**src/rtl/arb_pkg.sv**
```systemverilog
// rtl/arb_pkg.sv - shared state encoding and defaults for the pipeline arbiter
package arb_pkg;

  typedef enum logic [1:0] {
    A_IDLE,
    A_ISSUE,
    A_WAIT_OUT,
    A_WAIT_ATTR
  } arb_state_t;

  localparam int N_SRC_DEFAULT   = 4;
  localparam int SRC_IDX_W       = $clog2(N_SRC_DEFAULT);
  localparam int TIMEOUT_DEFAULT = 1024;

endpackage

```
**src/rtl/rr_arbiter.sv**
```systemverilog
// rtl/rr_arbiter.sv - combinational round-robin priority encoder
module rr_arbiter #(
  parameter int  N     = 4,
  localparam int IDX_W = $clog2(N)
) (
  input  logic [N-1:0]     req,
  input  logic [IDX_W-1:0] last_grant,
  output logic             any,
  output logic [IDX_W-1:0] grant_idx
);

  // Scan from the source after the last grant, wrapping, first hit wins.
  always_comb begin
    logic [IDX_W-1:0] idx;
    any       = 1'b0;
    grant_idx = '0;
    idx       = '0;
    for (int k = 1; k <= N; k++) begin
      idx = IDX_W'((int'(last_grant) + k) % N);
      if (!any && req[idx]) begin
        any       = 1'b1;
        grant_idx = idx;
      end
    end
  end

endmodule

```
**src/rtl/pipeline_arbiter.sv**
```systemverilog
// rtl/pipeline_arbiter.sv - single-transaction arbiter feeding one instrumented pipeline
module pipeline_arbiter
  import arb_pkg::*;
#(
  parameter int  N_SRC   = N_SRC_DEFAULT,
  parameter int  TIMEOUT = TIMEOUT_DEFAULT,
  localparam int IDX_W   = $clog2(N_SRC)
) (
  input  logic                   clk,
  input  logic                   rst_n,
  input  logic [N_SRC-1:0]       src_valid,
  output logic [N_SRC-1:0]       src_ready,
  input  logic [N_SRC-1:0][63:0] src_data,
  input  logic [N_SRC-1:0]       cfg_src_en,
  output logic                   pipe_up_valid,
  input  logic                   pipe_up_ready,
  output logic [63:0]            pipe_up_data,
  input  logic                   pipe_dn_valid,
  output logic                   pipe_dn_ready,
  input  logic [63:0]            pipe_dn_data,
  input  logic                   pipe_attr_valid,
  output logic                   out_valid,
  input  logic                   out_ready,
  output logic [63:0]            out_data,
  output logic [IDX_W-1:0]       out_src,
  output logic                   attr_src_valid,
  output logic [IDX_W-1:0]       attr_src,
  output logic                   busy,
  output logic                   err_timeout,
  output logic [31:0]            txn_count
);

  arb_state_t       state_q, state_d;
  logic [IDX_W-1:0] owner_q, owner_d;
  logic [IDX_W-1:0] last_grant_q, last_grant_d;
  logic [31:0]      wdog_q, wdog_d;
  logic [31:0]      txn_count_q, txn_count_d;
  logic             err_q, err_d;
  logic [N_SRC-1:0] req;
  logic             rr_any;
  logic [IDX_W-1:0] rr_idx;

  assign req = src_valid & cfg_src_en;

  rr_arbiter #(.N(N_SRC)) u_rr (
    .req        (req),
    .last_grant (last_grant_q),
    .any        (rr_any),
    .grant_idx  (rr_idx)
  );

  always_comb begin
    state_d        = state_q;
    owner_d        = owner_q;
    last_grant_d   = last_grant_q;
    wdog_d         = wdog_q;
    txn_count_d    = txn_count_q;
    src_ready      = '0;
    pipe_up_valid  = 1'b0;
    pipe_up_data   = '0;
    pipe_dn_ready  = 1'b0;
    out_valid      = 1'b0;
    out_data       = '0;
    attr_src_valid = 1'b0;
    case (state_q)
      A_IDLE: begin
        if (rr_any) begin
          owner_d = rr_idx;
          wdog_d  = '0;
          state_d = A_ISSUE;
        end
      end
      // Owner is latched, so a late cfg_src_en drop cannot cancel the issue.
      A_ISSUE: begin
        pipe_up_valid      = 1'b1;
        pipe_up_data       = src_data[owner_q];
        src_ready[owner_q] = pipe_up_ready;
        if (pipe_up_ready) begin
          last_grant_d = owner_q;
          state_d      = A_WAIT_OUT;
        end
      end
      A_WAIT_OUT: begin
        wdog_d        = wdog_q + 32'd1;
        out_valid     = pipe_dn_valid;
        out_data      = pipe_dn_data;
        pipe_dn_ready = out_ready;
        if (pipe_dn_valid && out_ready) state_d = A_WAIT_ATTR;
      end
      A_WAIT_ATTR: begin
        wdog_d = wdog_q + 32'd1;
        if (pipe_attr_valid) begin
          attr_src_valid = 1'b1;
          txn_count_d    = txn_count_q + 32'd1;
          state_d        = A_IDLE;
        end
      end
      default: state_d = A_IDLE;
    endcase
    err_d = err_q | (wdog_d == 32'(TIMEOUT));
  end

  always_ff @(posedge clk or negedge rst_n) begin
    if (!rst_n) begin
      state_q      <= A_IDLE;
      owner_q      <= '0;
      last_grant_q <= IDX_W'(N_SRC - 1);
      wdog_q       <= '0;
      txn_count_q  <= '0;
      err_q        <= 1'b0;
    end else begin
      state_q      <= state_d;
      owner_q      <= owner_d;
      last_grant_q <= last_grant_d;
      wdog_q       <= wdog_d;
      txn_count_q  <= txn_count_d;
      err_q        <= err_d;
    end
  end

  assign out_src     = owner_q;
  assign attr_src    = owner_q;
  assign busy        = (state_q != A_IDLE);
  assign err_timeout = err_q;
  assign txn_count   = txn_count_q;

endmodule
```
**config.mk**
```make
export PLATFORM = sky130hd
export DESIGN_NAME = pipeline_arbiter
export DESIGN_NICKNAME = d
export VERILOG_FILES = /design/src/rtl/arb_pkg.sv /design/src/rtl/rr_arbiter.sv /design/src/rtl/pipeline_arbiter.sv
export SDC_FILE = /design/constraint.sdc
export NUM_CORES = 1
export LEC_CHECK = 0
export ABC_CLOCK_PERIOD_IN_PS = 3500
export CORE_AREA = 3 3 198 200
export CTS_CLUSTER_SIZE = 14
export DETAILED_ROUTE_END_ITERATION = 8
export DIE_AREA = 0 0 201 203
export GPL_ROUTABILITY_DRIVEN = 0
export PLACE_DENSITY = 0.53
export SYNTH_ARGS = -nofsm -noshare
export SYNTH_HDL_FRONTEND = slang
export SYNTH_SLANG_ARGS = --single-unit
```
**constraint.sdc**
```tcl
create_clock -name clk -period 3.5 [get_ports clk]
set_input_delay 0.525 -clock clk [delete_from_list [all_inputs] [get_ports clk]]
set_output_delay 0.525 -clock clk [all_outputs]
set_load 0.005 [all_outputs]
```
# == After elaboration in Yosys (flattened, before gate mapping) ==
# Cells that the tools add are included.
# word_totals
out_inout_bits,174
mem_bits_rw,0
n_memories,0
latchBits,0
wordCells,79
mem_bits_ro,0
reg_bits,71
in_bits,334
# op_classes
multipliers,0
shift,0
add_sub_neg,6
n_reduce_logical,15
div,0
order_cmp,6
n_eq_ne,8
n_mux,35
n_bitwise,3
# op_table
cell,n
64-bit 2-to-1 mux,3
64-bit binary-select mux with 2-bit select,1
32-bit by 1-bit adder with 32-bit output (second input constant),2
32-bit case mux with 2 select lines,1
32-bit by 11-bit equality test with 1-bit output (second input constant),1
32-bit 2-to-1 mux,1
2-bit 2-to-1 mux,8
2-bit by 3-bit < comparator with 1-bit output (second input constant),5
1-bit 2-to-1 mux,14
4-bit bitwise AND,2
1-bit binary-select mux with 2-bit select,4
2-bit != test (second input constant),4
2-bit case mux with 4 select lines,1
2-bit AND reduction,3
1-bit logical AND,5
2-bit by 1-bit adder with 2-bit output (second input constant),2
2-bit adder (second input constant),2
2-bit equality test (second input constant),2
4-bit 2-to-1 mux,1
4-bit AND reduction,1
1-bit zero test,3
1-bit demux with 2-bit select,1
2-bit by 1-bit equality test with 1-bit output (second input constant),1
2-bit by 1-bit >= comparator with 1-bit output (second input constant),1
4 further kinds,4

# == Logic depth before layout (Yosys ltp) ==
# logic_depth
word_depth,17
ltp_mapped,11
mapped_depth_nobuf,9

# == Hierarchy ==
# A second synthesis with hierarchy kept.
# unflattened
hier_cells,616
hier_area_um2,6142.1
# by_module_without_submodules
mod,area_each_um2,seq_area_each_um2,instances,cells_per_inst
pipeline_arbiter,6050.8,1779.2,1,602
rr_arbiter,91.3,0.0,1,14

# == Worst setup path before layout ==
# OpenSTA, ideal clock, no wires.
# synth_path
kind,reg-to-reg
startpoint,reg state_q[0]
endpoint,"reg err_q, in the netlist err_timeout"
setup_ns,0.066
stages_incl_launch_ff,12
arrival_ns,2.654
setup_slack_ns,0.779
path_buffers,2
synth_period_minus_slack_ns,2.721
cell_sequence,dfrtp_1 > inv_1 > ha_1 > buf_2 > or2_1 > buf_2 > and2_0 > a221o_1 > a211o_1 > or4_1 > nor4_1 > a41o_1
# synth_between
elab_chain_cells,5
# synth_rtl
item,line_no,rtl
from (decl),pipeline_arbiter.sv:33,"arb_state_t state_q, state_d;"
from (signal assigned),pipeline_arbiter.sv:112,state_q <= state_d;
2-bit equality test,pipeline_arbiter.sv:65,case (state_q)
2-bit OR reduction (no line),-,
32-bit case mux with 2 select lines *,pipeline_arbiter.sv:65,
named net wdog_d[7],pipeline_arbiter.sv:36,"logic [31:0] wdog_q, wdog_d;"
32-bit by 11-bit equality test with 1-bit output *,pipeline_arbiter.sv:100,err_d = err_q | (wdog_d == 32'(TIMEOUT));
1-bit OR *,pipeline_arbiter.sv:100,
named net err_d,pipeline_arbiter.sv:38,"logic err_q, err_d;"
to (signal assigned),pipeline_arbiter.sv:117,err_q <= err_d;
to (decl),pipeline_arbiter.sv:38,
# Mark *: on every way through the listed nets, which the timed path passes. The rest lies on a longest branch.
# A chain may end at the register's enable or synchronous reset.

# == Final worst setup path ==
# layout_path
startpoint,"reg owner_q[0], in the netlist attr_src[0]"
endpoint,out pipe_up_data[20]
# layout_between
elab_chain_cells,3
# layout_rtl
item,line_no,rtl
from (decl),pipeline_arbiter.sv:34,"logic [IDX_W-1:0] owner_q, owner_d;"
from (signal assigned),pipeline_arbiter.sv:113,owner_q <= owner_d;
64-bit binary-select mux with 2-bit select,pipeline_arbiter.sv:76,pipe_up_data = src_data[owner_q];
64-bit 2-to-1 mux (not written as such),pipeline_arbiter.sv:76,
64-bit 2-to-1 mux,pipeline_arbiter.sv:65,
to (decl),pipeline_arbiter.sv:17,"output logic [63:0] pipe_up_data,"
# No other way between the ends. The select of a mux whose other input is x is not followed.

==> results.txt <==
status = finished clean
Worst VDD drop = 0.237 mV
via count = 7611
Power Density = 511 nW/µm²
cells after synthesis = 645
initial antenna violation count = 46
Synth-to-Final Area Change = 96.0%
syn_area_per_cell = 9.75 µm²
total power = 6.30 mW
Final Cell Area = 12300 µm²
clk buf depth = 2
Synth area leaders = dfrtp_1 (27%), mux4_2 (23%), and2_1 (13%), nand2_1 (3.6%), xnor2_1 (3.3%)
GRT overflow = 0
Max Cap Violations = 0
drt drc = 0
all-layer global routing usage = 20.6%
critical path class = reg2out
Row Count = 71
largest net degree at the start of global routing = 69
Critical Path Fanout Max = 36
hpwl dp = 38.0 mm
Seq cells post-synth = 71
crit path from = attr_src[0]
CTS Hold Bufs = 0
DR iter-0 viols = 485
antenna viol nets, final = 0
Clk pwr share = 14.8%
TritonCTS Buffers = 9
post-synthesis sequential area ratio = 28.3%
TNS Setup = 0 ns
Root Driver = clkbuf_16
Reg power frac = 19.7%
dpl cells = 1636
clock skew = 0.00838 ns
Clk Latency, worst-skew pair = 0.34 ns
Final Cycle Share = 93.6%
Final Slew Violations = 0
CTS tree = done
vias in the first global route = 7642
Top-Level Pins = 508
R2R Path Start = state_q[0]
DIE WIDTH = 201 µm
Fillers = 3883
worst setup margin = 0.225 ns
Setup crit start kind = flop
final cell count without fillers = 1673
Final Core Density = 32.8%
list of most frequent post-synthesis cells = and2_1 (132), dfrtp_1 (69), mux4_2 (64), nand2_1 (61), clkbuf_1 (33)
Synthesis Warnings = 0
Core Area = 37600 µm²
most frequent cell after synthesis = and2_1
r2r worst-path depth = 9
CTS sink cnt = 71
Worst-path clk slew = 0.06 ns
Die Y-Extent = 203 µm
Sw Pwr = 2.36 mW
post-synth top area cell = dfrtp_1
worst path required time = 2.97 ns
# Post-CTS Setup Buffers = 0
Synthesized Nets = 985
starting density of the core = 16.7%
Crit. End Element = output pin
Rel. slew slack = 49.6%
Post-synth EDFFs = 0
ys flop type = dfrtp_1
Sw Share = 37.4%
Synth async-reset ratio = 100%
RSZ-0062 raised after global routing = false
Place WS = 0.253 ns
Die Area = 40800 µm²
ratio of cells with drive above 1 in the final layout = 11.0%
Pint = 3.94 mW
H-tree depth reported by CTS = 3
post_cts resized = 0
post-synth top area share = 27.5%
synthesized cell area = 6290 µm²
FF-to-FF End = err_timeout
first-pass GRT wire length = 60.5 mm
post-placement cell area = 12000 µm²
Period minus WS final = 3.28 ns
Worst-Margin Slew = 0.756 ns
Via density = 4.55
Distinct cells, synth = 68
crit-path max cell delay = 0.85 ns
Worst Hold Class = in2async
power share of the combinational group = 65.6%
Critical Path AT = 2.75 ns
leakage = 4.63 nW
R2R Setup Slk = 0.48 ns
Port Buf Inserts = 507
Slowest-stage cell, CP = dfrtp_4
Avg WL per Cell = 26.3 µm
Total Wirelength = 43.9 mm
Initial DRT Pass Iterations = 4
final setup fails = 0
WHS = 0.255 ns
Final #Nets = 1476
critical-path cell list = buf_4 > mux4_2 > and2_1 > clkdlybuf4s50_1
fmax = 0.305 GHz
final hold vios = 0
-- flip-flops by register name, indices dropped and copies added (netlist names) --
name	count
state_q	2
attr_src	2
last_grant_q	2
err_timeout	1
wdog_q	32
txn_count	32
-- routing by layer --
metal  GRT usage [%]  share of wire, %  up-vias
li1                -                 -     3377
met3            3.46               5.1       95
met1            23.3                37     3718
met4            10.8               4.9        6
met2            37.1                53      415
met5               0             0.089        -
-- worst max-delay path by stage --
stage	slack, ns	end
2_1_floorplan	0.78	err_timeout
3_3_place_gp	0.23	err_timeout
3_5_place_dp	0.25	err_timeout
4_1_cts	0.16	pipe_up_data[20]
5_1_grt	0.06	pipe_up_data[20]
6_report	0.22	pipe_up_data[20]
-- placed cells by master, fill, tap and decap left out, drive strengths merged, types with 13 or more instances in the layout --
cell type,count
and2,135
nor3,14
diode,21
xnor2,24
nor2,29
clkdlybuf4s50,506
buf,20
dfrtp,69
nand2,61
nand3,30
o21ai,15
mux4,64
inv,15
nand4,13
-- area by class of cell --
type	count	area, µm²	area share, %
Timing Repair Buffer	526	5230	42.4
Multi-Input combinational cell	513	4260	34.6
Sequential cell	71	1790	14.5
Tap cell	511	639	5.19
Clock buffer	9	225	1.83
Clock inverter	7	73.8	0.599
Inverter	15	56.3	0.457
Antenna cell	21	52.6	0.427
-- cell families after synthesis --
| kind of cell | Yosys count | share of synthesized area [%] |
|---|---|---|
| AND/OR/NAND/NOR | 326 | 29.1 |
| XOR/XNOR | 31 | 4.32 |
| buffers and inverters | 61 | 3.98 |
| multiplexers | 71 | 24.1 |
| AO/OA/AOI/OAI | 79 | 8.96 |
| flip-flops | 71 | 28.3 |
| adder cells (fa/ha/maj) | 6 | 1.19 |
-- power by group through the flow --
stage / logic [mW] / registers, mW / clock network, mW
floorplan: 2.15 / 1.02 / 0
global placement: 4.14 / 1.26 / 0
detailed placement: 4.16 / 1.26 / 0
CTS: 4.17 / 1.25 / 0.969
global route: 4.42 / 1.28 / 0.993
finish: 4.13 / 1.24 / 0.930
-- critical path, delay by kind of cell, from the launching register on --
| kind | cells | cell delay, ns |
|---|---|---|
| AND/OR/NAND/NOR | 1 | 0.18 |
| multiplexers | 1 | 0.52 |
| flip-flops | 1 | 0.85 |
| buffers and inverters | 2 | 0.83 |
Power figures use the tool's default switching activity.
